$ cat src/rtl/dac_stream_if.sv
// Multi-channel parallel DAC interface: valid/ready sample FIFO, programmable update divider,
// DAC clock/write generation and optional two's-complement to offset-binary conversion.
// Build option: DAC_IF_UNDERRUN_MIDSCALE_EN drives midscale on an underrun tick instead of holding.
module dac_stream_if #(
   parameter int DATA_W     = 14,
   parameter int CH         = 2,
   parameter int FIFO_DEPTH = 8,
   parameter int CLK_DIV    = 2
) (
   input  logic                         clk,
   input  logic                         rst,
   input  logic                         en,
   input  logic                         s_valid,
   output logic                         s_ready,
   input  logic [CH*DATA_W-1:0]         s_data,
   input  logic                         s_fmt_twos,
   input  logic                         clr_underrun,
   output logic                         O_dac_clk,
   output logic                         O_dac_wrt,
   output logic [CH*DATA_W-1:0]         O_dac_data,
   output logic [$clog2(FIFO_DEPTH):0]  fifo_level,
   output logic                         underrun
);
   localparam int W     = CH * DATA_W;
   localparam int PTR_W = $clog2(FIFO_DEPTH);
   localparam int LVL_W = PTR_W + 1;
   localparam int DIV_W = $clog2(CLK_DIV);
   localparam logic [DIV_W-1:0]  DIV_LAST = DIV_W'(CLK_DIV - 1);
   localparam logic [DIV_W-1:0]  DIV_HALF = DIV_W'(CLK_DIV / 2);
   localparam logic [LVL_W-1:0]  LVL_FULL = LVL_W'(FIFO_DEPTH);
   localparam logic [DATA_W-1:0] MID      = {1'b1, {(DATA_W-1){1'b0}}};

   logic [DIV_W-1:0] div_cnt_q, div_cnt_d;
   logic             dac_clk_q, dac_clk_d;
   logic [W-1:0]     data_q, data_d;
   logic [PTR_W-1:0] wr_ptr_q, wr_ptr_d, rd_ptr_q, rd_ptr_d;
   logic [LVL_W-1:0] level_q, level_d;
   logic             und_q, und_d;
   logic             init_q, init_d;
   logic [W-1:0]     mem_q [FIFO_DEPTH];
   logic [W-1:0]     head, conv;
   logic             full, empty, push, pop, tick, und_set;

   assign full    = (level_q == LVL_FULL);
   assign empty   = (level_q == '0);
   assign s_ready = init_q && !full;
   assign push    = s_valid && s_ready;
   assign tick    = en && (div_cnt_q == DIV_LAST);
   // Emptiness is judged on the registered level, so a same-cycle push cannot satisfy a tick.
   assign pop     = tick && !empty;
   assign und_set = tick && empty;
   assign head    = mem_q[rd_ptr_q];

   for (genvar k = 0; k < CH; k++) begin : g_ch
      assign conv[k*DATA_W +: DATA_W] = {head[k*DATA_W+DATA_W-1] ^ s_fmt_twos,
                                         head[k*DATA_W +: DATA_W-1]};
   end

   always_comb begin
      div_cnt_d = div_cnt_q;
      if (en) div_cnt_d = tick ? '0 : div_cnt_q + DIV_W'(1);
      // DAC clock rises mid-period so data (changing at wrap) has half a period of setup and hold.
      dac_clk_d = (div_cnt_d >= DIV_HALF);
   end

   always_comb begin
      wr_ptr_d = push ? wr_ptr_q + PTR_W'(1) : wr_ptr_q;
      rd_ptr_d = pop  ? rd_ptr_q + PTR_W'(1) : rd_ptr_q;
      level_d  = level_q;
      case ({push, pop})
         2'b10:   level_d = level_q + LVL_W'(1);
         2'b01:   level_d = level_q - LVL_W'(1);
         default: level_d = level_q;
      endcase
      und_d  = und_set ? 1'b1 : (clr_underrun ? 1'b0 : und_q);
      init_d = 1'b1;
   end

   always_comb begin
      data_d = data_q;
      if (pop) data_d = conv;
`ifdef DAC_IF_UNDERRUN_MIDSCALE_EN
      else if (und_set) data_d = {CH{MID}};
`endif
   end

   always_ff @(posedge clk or posedge rst) begin
      if (rst) begin
         div_cnt_q <= '0;
         dac_clk_q <= 1'b0;
         data_q    <= {CH{MID}};
         wr_ptr_q  <= '0;
         rd_ptr_q  <= '0;
         level_q   <= '0;
         und_q     <= 1'b0;
         init_q    <= 1'b0;
      end else begin
         div_cnt_q <= div_cnt_d;
         dac_clk_q <= dac_clk_d;
         data_q    <= data_d;
         wr_ptr_q  <= wr_ptr_d;
         rd_ptr_q  <= rd_ptr_d;
         level_q   <= level_d;
         und_q     <= und_d;
         init_q    <= init_d;
      end
   end

   always_ff @(posedge clk) begin
      if (push) mem_q[wr_ptr_q] <= s_data;
   end

   assign O_dac_clk  = dac_clk_q;
   assign O_dac_wrt  = dac_clk_q;
   assign O_dac_data = data_q;
   assign fifo_level = level_q;
   assign underrun   = und_q;
endmodule

$ cat config.mk
export PLATFORM = sky130hd
export DESIGN_NAME = dac_stream_if
export DESIGN_NICKNAME = d
export VERILOG_FILES = /design/src/rtl/dac_stream_if.sv
export SDC_FILE = /design/constraint.sdc
export NUM_CORES = 1
export LEC_CHECK = 0
export BUFFER_PORTS_ARGS = -buffer_cell sky130_fd_sc_hd__buf_2
export CORE_MARGIN = 3
export CORE_UTILIZATION = 65
export CTS_BUF_LIST = sky130_fd_sc_hd__clkbuf_8
export CTS_CLUSTER_DIAMETER = 150
export DETAILED_ROUTE_END_ITERATION = 10
export GPL_TIMING_DRIVEN = 0
export PLACE_DENSITY_LB_ADDON = 0.15
export SETUP_SLACK_MARGIN = 0.1
export SLEW_MARGIN = 20
export SYNTH_ARGS = -nofsm -noshare
export SYNTH_HDL_FRONTEND = slang
export SYNTH_SLANG_ARGS = --single-unit
$ cat constraint.sdc
create_clock -name clk -period 10.3 [get_ports clk]
set_input_delay 0.515 -clock clk [delete_from_list [all_inputs] [get_ports clk]]
set_output_delay 0.515 -clock clk [all_outputs]
set_load 0.02 [all_outputs]
# After elaboration in Yosys (flattened, before gate mapping)
# Memories as Yosys holds them, arrays and structs flattened.
# Cells that the tools add are included.
dict set report totals {
  elab_cells 37
  mem_bits_rw 224
  register_bits 42
  n_memories 1
  in_bits 34
  out_inout_bits 36
}
# memory words width read_ports rd_ports_with_merged_regs wr line
set memory_table {}
lappend memory_table {mem_q 8 28 1 0 1 40} ;# logic [W-1:0] mem_q [FIFO_DEPTH];
dict set report op_classes {
  magnitude_cmp 1
  bitwise 2
  add_sub_neg 5
  n_reduce_logical 10
  eq_ne 3
  mux 7
}
# operator n
set ops {}
lappend ops {{4-bit case mux with 2 select lines} 1}
lappend ops {{3-bit by 1-bit adder with 3-bit output, second input constant} 2}
lappend ops {{1-bit two-way mux} 6}
lappend ops {{1-bit logical AND} 5}
lappend ops {{4-bit by 1-bit adder with 4-bit output, second input constant} 1}
lappend ops {{4-bit equality test, second input constant} 1}
lappend ops {{4-bit logical NOT} 1}
lappend ops {{2-bit nonzero test} 2}
lappend ops {{4-bit by 1-bit subtractor with 4-bit output, second input constant} 1}
lappend ops {{2-bit by 1-bit equality test with 1-bit output, second input constant} 1}
lappend ops {{2-bit equality test, second input constant} 1}
lappend ops {{1-bit logical NOT} 2}
lappend ops {{1-bit bitwise XOR} 2}
lappend ops {{1-bit adder, second input constant} 1}
lappend ops {{1-bit greater-or-equal comparator, second input constant} 1}

# Depth between registers and ports, before layout
dict set report logic_depth {
  depth_word 6
  mapped_depth 12
  mapped_depth_nobuf 10
}

# Worst setup path before layout
# OpenSTA, ideal clock, no wires.
dict set report synth_path {
  path_type {register -> register}
  startpoint {register level_q[1], in the netlist fifo_level[1]}
  endpoint {memory mem_q[0][0] (netlist name), enable pin}
  t_required_ns 9.852
  path_buffers 2
  stages_incl_launch_ff 7
  arrival_ns 3.017
  period_less_slack_ns 3.465
  setup_time_ns 0.448
  slack_ns 6.835
  cell_sequence {dfrtp_1 > buf_6 > or4b_1 > and3_1 > buf_6 > nand2b_1 > nor3_1}
}
dict set report synth_between {
  elab_chain_len 6
}
# item line
set synth_lines {}
lappend synth_lines {{from (decl)} 37} ;# logic [LVL_W-1:0] level_q, level_d;
lappend synth_lines {{from (signal assigned)} 103} ;# level_q <= level_d;
lappend synth_lines {{4-bit equality test} 44} ;# assign full = (level_q == LVL_FULL);
lappend synth_lines {{1-bit logical NOT} 46} ;# assign s_ready = init_q && !full;
lappend synth_lines {{1-bit logical AND} 46}
lappend synth_lines {{1-bit logical AND} 47} ;# assign push = s_valid && s_ready;
lappend synth_lines {{1-bit two-way mux} 110} ;# if (push) mem_q[wr_ptr_q] <= s_data;
lappend synth_lines {{1-bit two-way mux (not written as such)} 110}
lappend synth_lines {{to (decl)} 40}
# No other way between the ends.

# Worst setup path in the final report
dict set report layout_path {
  startpoint {register level_q[1], in the netlist fifo_level[1]}
  endpoint {register level_q[2], in the netlist fifo_level[2]}
}
dict set report layout_between {
  elab_chain_len 6
  elab_cells_between_ends 13
  cone_classes {2 x add/sub; 3 x eq/ne; 1 x mux; 7 x reduce/logical}
}
# item line
set layout_lines {}
lappend layout_lines {{4-bit equality test} 44}
lappend layout_lines {{1-bit logical NOT} 46}
lappend layout_lines {{1-bit logical AND} 46}
lappend layout_lines {{1-bit logical AND} 47}
lappend layout_lines {{2-bit by 1-bit equality test with 1-bit output or 2-bit equality test (tied branches)} 70} ;# case ({push, pop})
lappend layout_lines {{4-bit case mux with 2 select lines or 2-bit nonzero test (tied branches)} -}
# Parallel ways exist; a longest one is shown, timed or not.
# A chain may end at the register's enable or synchronous reset.

==> summary.txt <==
Run status
  • Outcome: finished, final reports clean

Global route
  • First-pass GRT wire length: 30800 um
  • Vias in the first global route: 5515
  • GR Util All Layers: 24.92%
  • Antenna violations before repair: 0
  • Grt total ovfl: 0
  • Pin count of the biggest net entering global routing: 28

Yosys
  • Synth Cell Area: 10070 um2
  • Cell variety after synth: 32
  • Ranking of synthesized cells by area: edfxtp_1 67%, mux4_2 13%, dfrtp_1 9.7%, mux2i_1 2.8%, o21ai_0 1.5%
  • Post-synthesis simple-gate area fraction: 2.534%
  • Post-synth EDFFs: 224
  • Post-synthesis compound-gate area fraction: 1.639%
  • Top cells by count, synth: 224 x edfxtp_1, 56 x mux4_2, 39 x dfrtp_1
  • Synth Area in XOR/XNOR: 0.9563%
  • Register bit count reported by yosys: 265
  • Syn_nets: 527
  • Register area share after synthesis: 76.97%
  • Yosys top cell by area: edfxtp_1
  • Async set or reset register ratio after synthesis: 15.47%
  • Most numerous cell in the Yosys netlist: edfxtp_1
  • Share of the synthesized area in the top cell type: 66.77%
  • Avg Synthesized Cell Area: 20.69 um2
  • Main flop type after synthesis: edfxtp_1
  • Multiplexer share of the synthesized area: 15.56%
  • Adder-cell share of the synthesized area: 0.7452%
  • Main combinational cell family by area after synthesis: multiplexers
  • Yosys warning total: 0
  • Post-Synthesis Cells: 487

Detailed routing
  • Via count: 5110
  • DRT iter0 DRCs: 508
  • Vias per std cell: 6.127
  • Routed len/inst: 23.58 um
  • DRC viols: 0
  • DRT Wirelength: 19670 um
  • Final antenna-violating net count: 0
  • Pre-Repair DR Iteration Count: 5

Floorplanning
  • Starting density of the core: 67.78%
  • Row cnt: 44
  • Chip Height: 130.5 um
  • Die area: 17030 um2
  • Io pins: 70
  • Core ar.: 14860 um2
  • DIE WIDTH: 130.5 um

Setup path
  • Critical-path maximum fanout: 8
  • Crit-path cells: buf_6 > or4b_1 > and3_1 > buf_6 > inv_1 > ha_1 > xor2_1 > ha_1 > a21oi_1 > xor2_1 > nor2_1 > xor2_1
  • Setup crit start: fifo_level[1]$_DFFE_PP0P_
  • Worst r2r dst: fifo_level[2]$_DFFE_PP0P_
  • Most used cell, CP: xor2_1
  • Crit path capture: fifo_level[2]$_DFFE_PP0P_
  • Required @ worst endpoint: 10.72 ns
  • Critical Path Start Type: flip-flop
  • Worst endpoint data arrival time: 3.11 ns
  • Worst r2r src: fifo_level[1]$_DFFE_PP0P_
  • Reg2Reg Depth: 12
  • Slowest cell on crit path: or4b_1
  • WS Path Type: flip-flop to flip-flop
  • CP max stage delay: 0.53 ns
  • FF-to-FF setup slack: 7.62 ns
  • CP Capture Type: flip-flop

Place
  • Detailed placer's ending HPWL: 12440 um
  • GPL Wtd Cong: 0.7676
  • Placed instance count: 755
  • Port-buffer cells: 69

Clock tree
  • Clock buffer count from CTS: 42
  • Post-CTS setup buffers: 0
  • Clk sinks: 265
  • H-Tree Depth: 2
  • TritonCTS clock tree: done
  • Worst skew pair latency: 0.55 ns
  • Root buf cell: clkbuf_8
  • CTS Buffer Depth: 3
  • Post-CTS sizing: 0
  • Clock Pin Slew Worst Setup and Hold Paths: 0.06 ns

Layout
  • Layout cells sized above 1: 34.31%
  • Area delta synth->final: 16.58%
  • Non-filler instance count after layout: 834
  • # nets final: 656
  • N_diodes: 0

STA
  • # setup viols final: 0
  • Worst slew margin: 48.15%
  • Tcrit/Tclk final: 26.06%
  • Fmax: 372.6 MHz
  • Final Critical Period: 2.684 ns
  • RSZ-0062 raised after global routing: no
  • Final hold vios: 0
  • Fin. max-slew vios: 0
  • Setup TNS: 0 ns
  • Clk_skew: 0.01798 ns
  • Slew @ Worst Pin: 0.7778 ns

Hold path
  • Worst hold-check path type: primary input to flip-flop

Flow run
  • Total of max-cap violations: 0

Pwr
  • Leakage: 4.259 nW
  • Pwr dens: 268.1 nW/um2
  • Peak supply drop: 0.1822 mV
[critical path, delay by kind of cell, from the launching register on]
kind | cells | cell delay, ns
compound gates | 1 | 0.17
simple gates | 3 | 0.81
xor+xnor | 3 | 0.41
flops | 1 | 0.39
fa+ha+maj | 2 | 0.45
buf+inv | 3 | 0.34
[cell type report]
| cell class | count | area [um2] |
|---|---|---|
| tap | 184 | 230.2 |
| multi-input combinational | 194 | 2218 |
| sequential | 265 | 7755 |
| timing repair buffer | 85 | 596.8 |
| clock buffer | 48 | 660.6 |
| buffer | 24 | 141.4 |
| fill | 794 | 3119 |
| clock inverter | 30 | 127.6 |
| inverter | 4 | 15.01 |
[worst min path at each step]
stage / start / end / depth (start not counted)
6_report: clr_underrun / underrun$_DFFE_PP0P_ / 2
5_1_grt: clr_underrun / underrun$_DFFE_PP0P_ / 2
4_1_cts: clr_underrun / underrun$_DFFE_PP0P_ / 2
3_5_place_dp: O_dac_data[18]$_DFFE_PP0P_ / O_dac_data[18]$_DFFE_PP0P_ / 2
3_3_place_gp: O_dac_data[16]$_DFFE_PP0P_ / O_dac_data[16]$_DFFE_PP0P_ / 2
2_1_floorplan: wr_ptr_q[0]$_DFFE_PP0P_ / wr_ptr_q[0]$_DFFE_PP0P_ / 1
[power by group]
group	switching (W)	internal [W]	total, W	leakage, nW
clock	0.000391	0.000427	0.000819	0.459
combinational	0.000520	0.000417	0.000937	1.28
sequential	0.0000760	0.00132	0.00139	2.52
[metrics by stage]
step	hold WS [ns]	setup WS (ns)	util, %	cell area [um2]	power [W]
final	0.1707	7.616	79.02	11750	0.003149
after floorplan	0.4805	6.835	-	10070	0.002050
after CTS	0.1595	7.579	79.02	11750	0.003178
after global routing	0.1674	7.470	79.02	11750	0.003306
after detailed placement	0.4654	7.590	73.64	10950	0.002360
after global placement	0.4575	5.036	71.65	10650	0.002289
[repair_timing]
action / 4_1_cts / 5_1_grt
hold endpoints to repair: 14 / 0
endpoints found under the setup margin: 0 / 0
hold buffers: 1 / 0
[sequential cells by signal, indices dropped and copies added, names as in the netlist]
signal	flops
O_dac_clk	1
O_dac_data	28
fifo_level	4
init_q	1
mem_q	224
rd_ptr_q	3
underrun	1
wr_ptr_q	3
[layout by cell type (no fill, tap or decap), types with 2 or more instances in the layout]
master,synthesis,layout
o21ai_0,31,31
buf_16,0,4
clkinv_1,0,10
xor2_1,7,7
inv_1,4,18
nand2_1,36,36
buf_6,2,5
buf_12,0,3
xnor2_1,4,4
mux2i_1,28,28
nor2_4,0,6
clkbuf_8,0,48
a21oi_1,2,2
buf_2,7,76
ha_1,6,6
mux4_2,56,56
clkinv_2,0,3
dfrtp_1,39,39
dfstp_2,2,2
clkbuf_1,6,6
nor3_2,0,2
edfxtp_1,224,224
buf_4,7,12
nand2b_1,4,4
[logic make-up after synthesis]
group | after synthesis
other cells | 1
fa+ha+maj | 6
xor+xnor | 11
simple gates | 57
compound gates | 33
mux | 86
buf+inv | 28
flops | 265
[routing by layer]
metal	share of wire, %	vias to the layer above	global-route usage [%]	wire, um
met4	1.8	0	8.288	355
met1	39	2659	33.44	7688
met5	0	-	0	0
met2	52	212	41.97	10250
li1	-	2210	-	-
met3	7.0	29	5.041	1368
No activity file was read; power rests on OpenSTA's default activity.
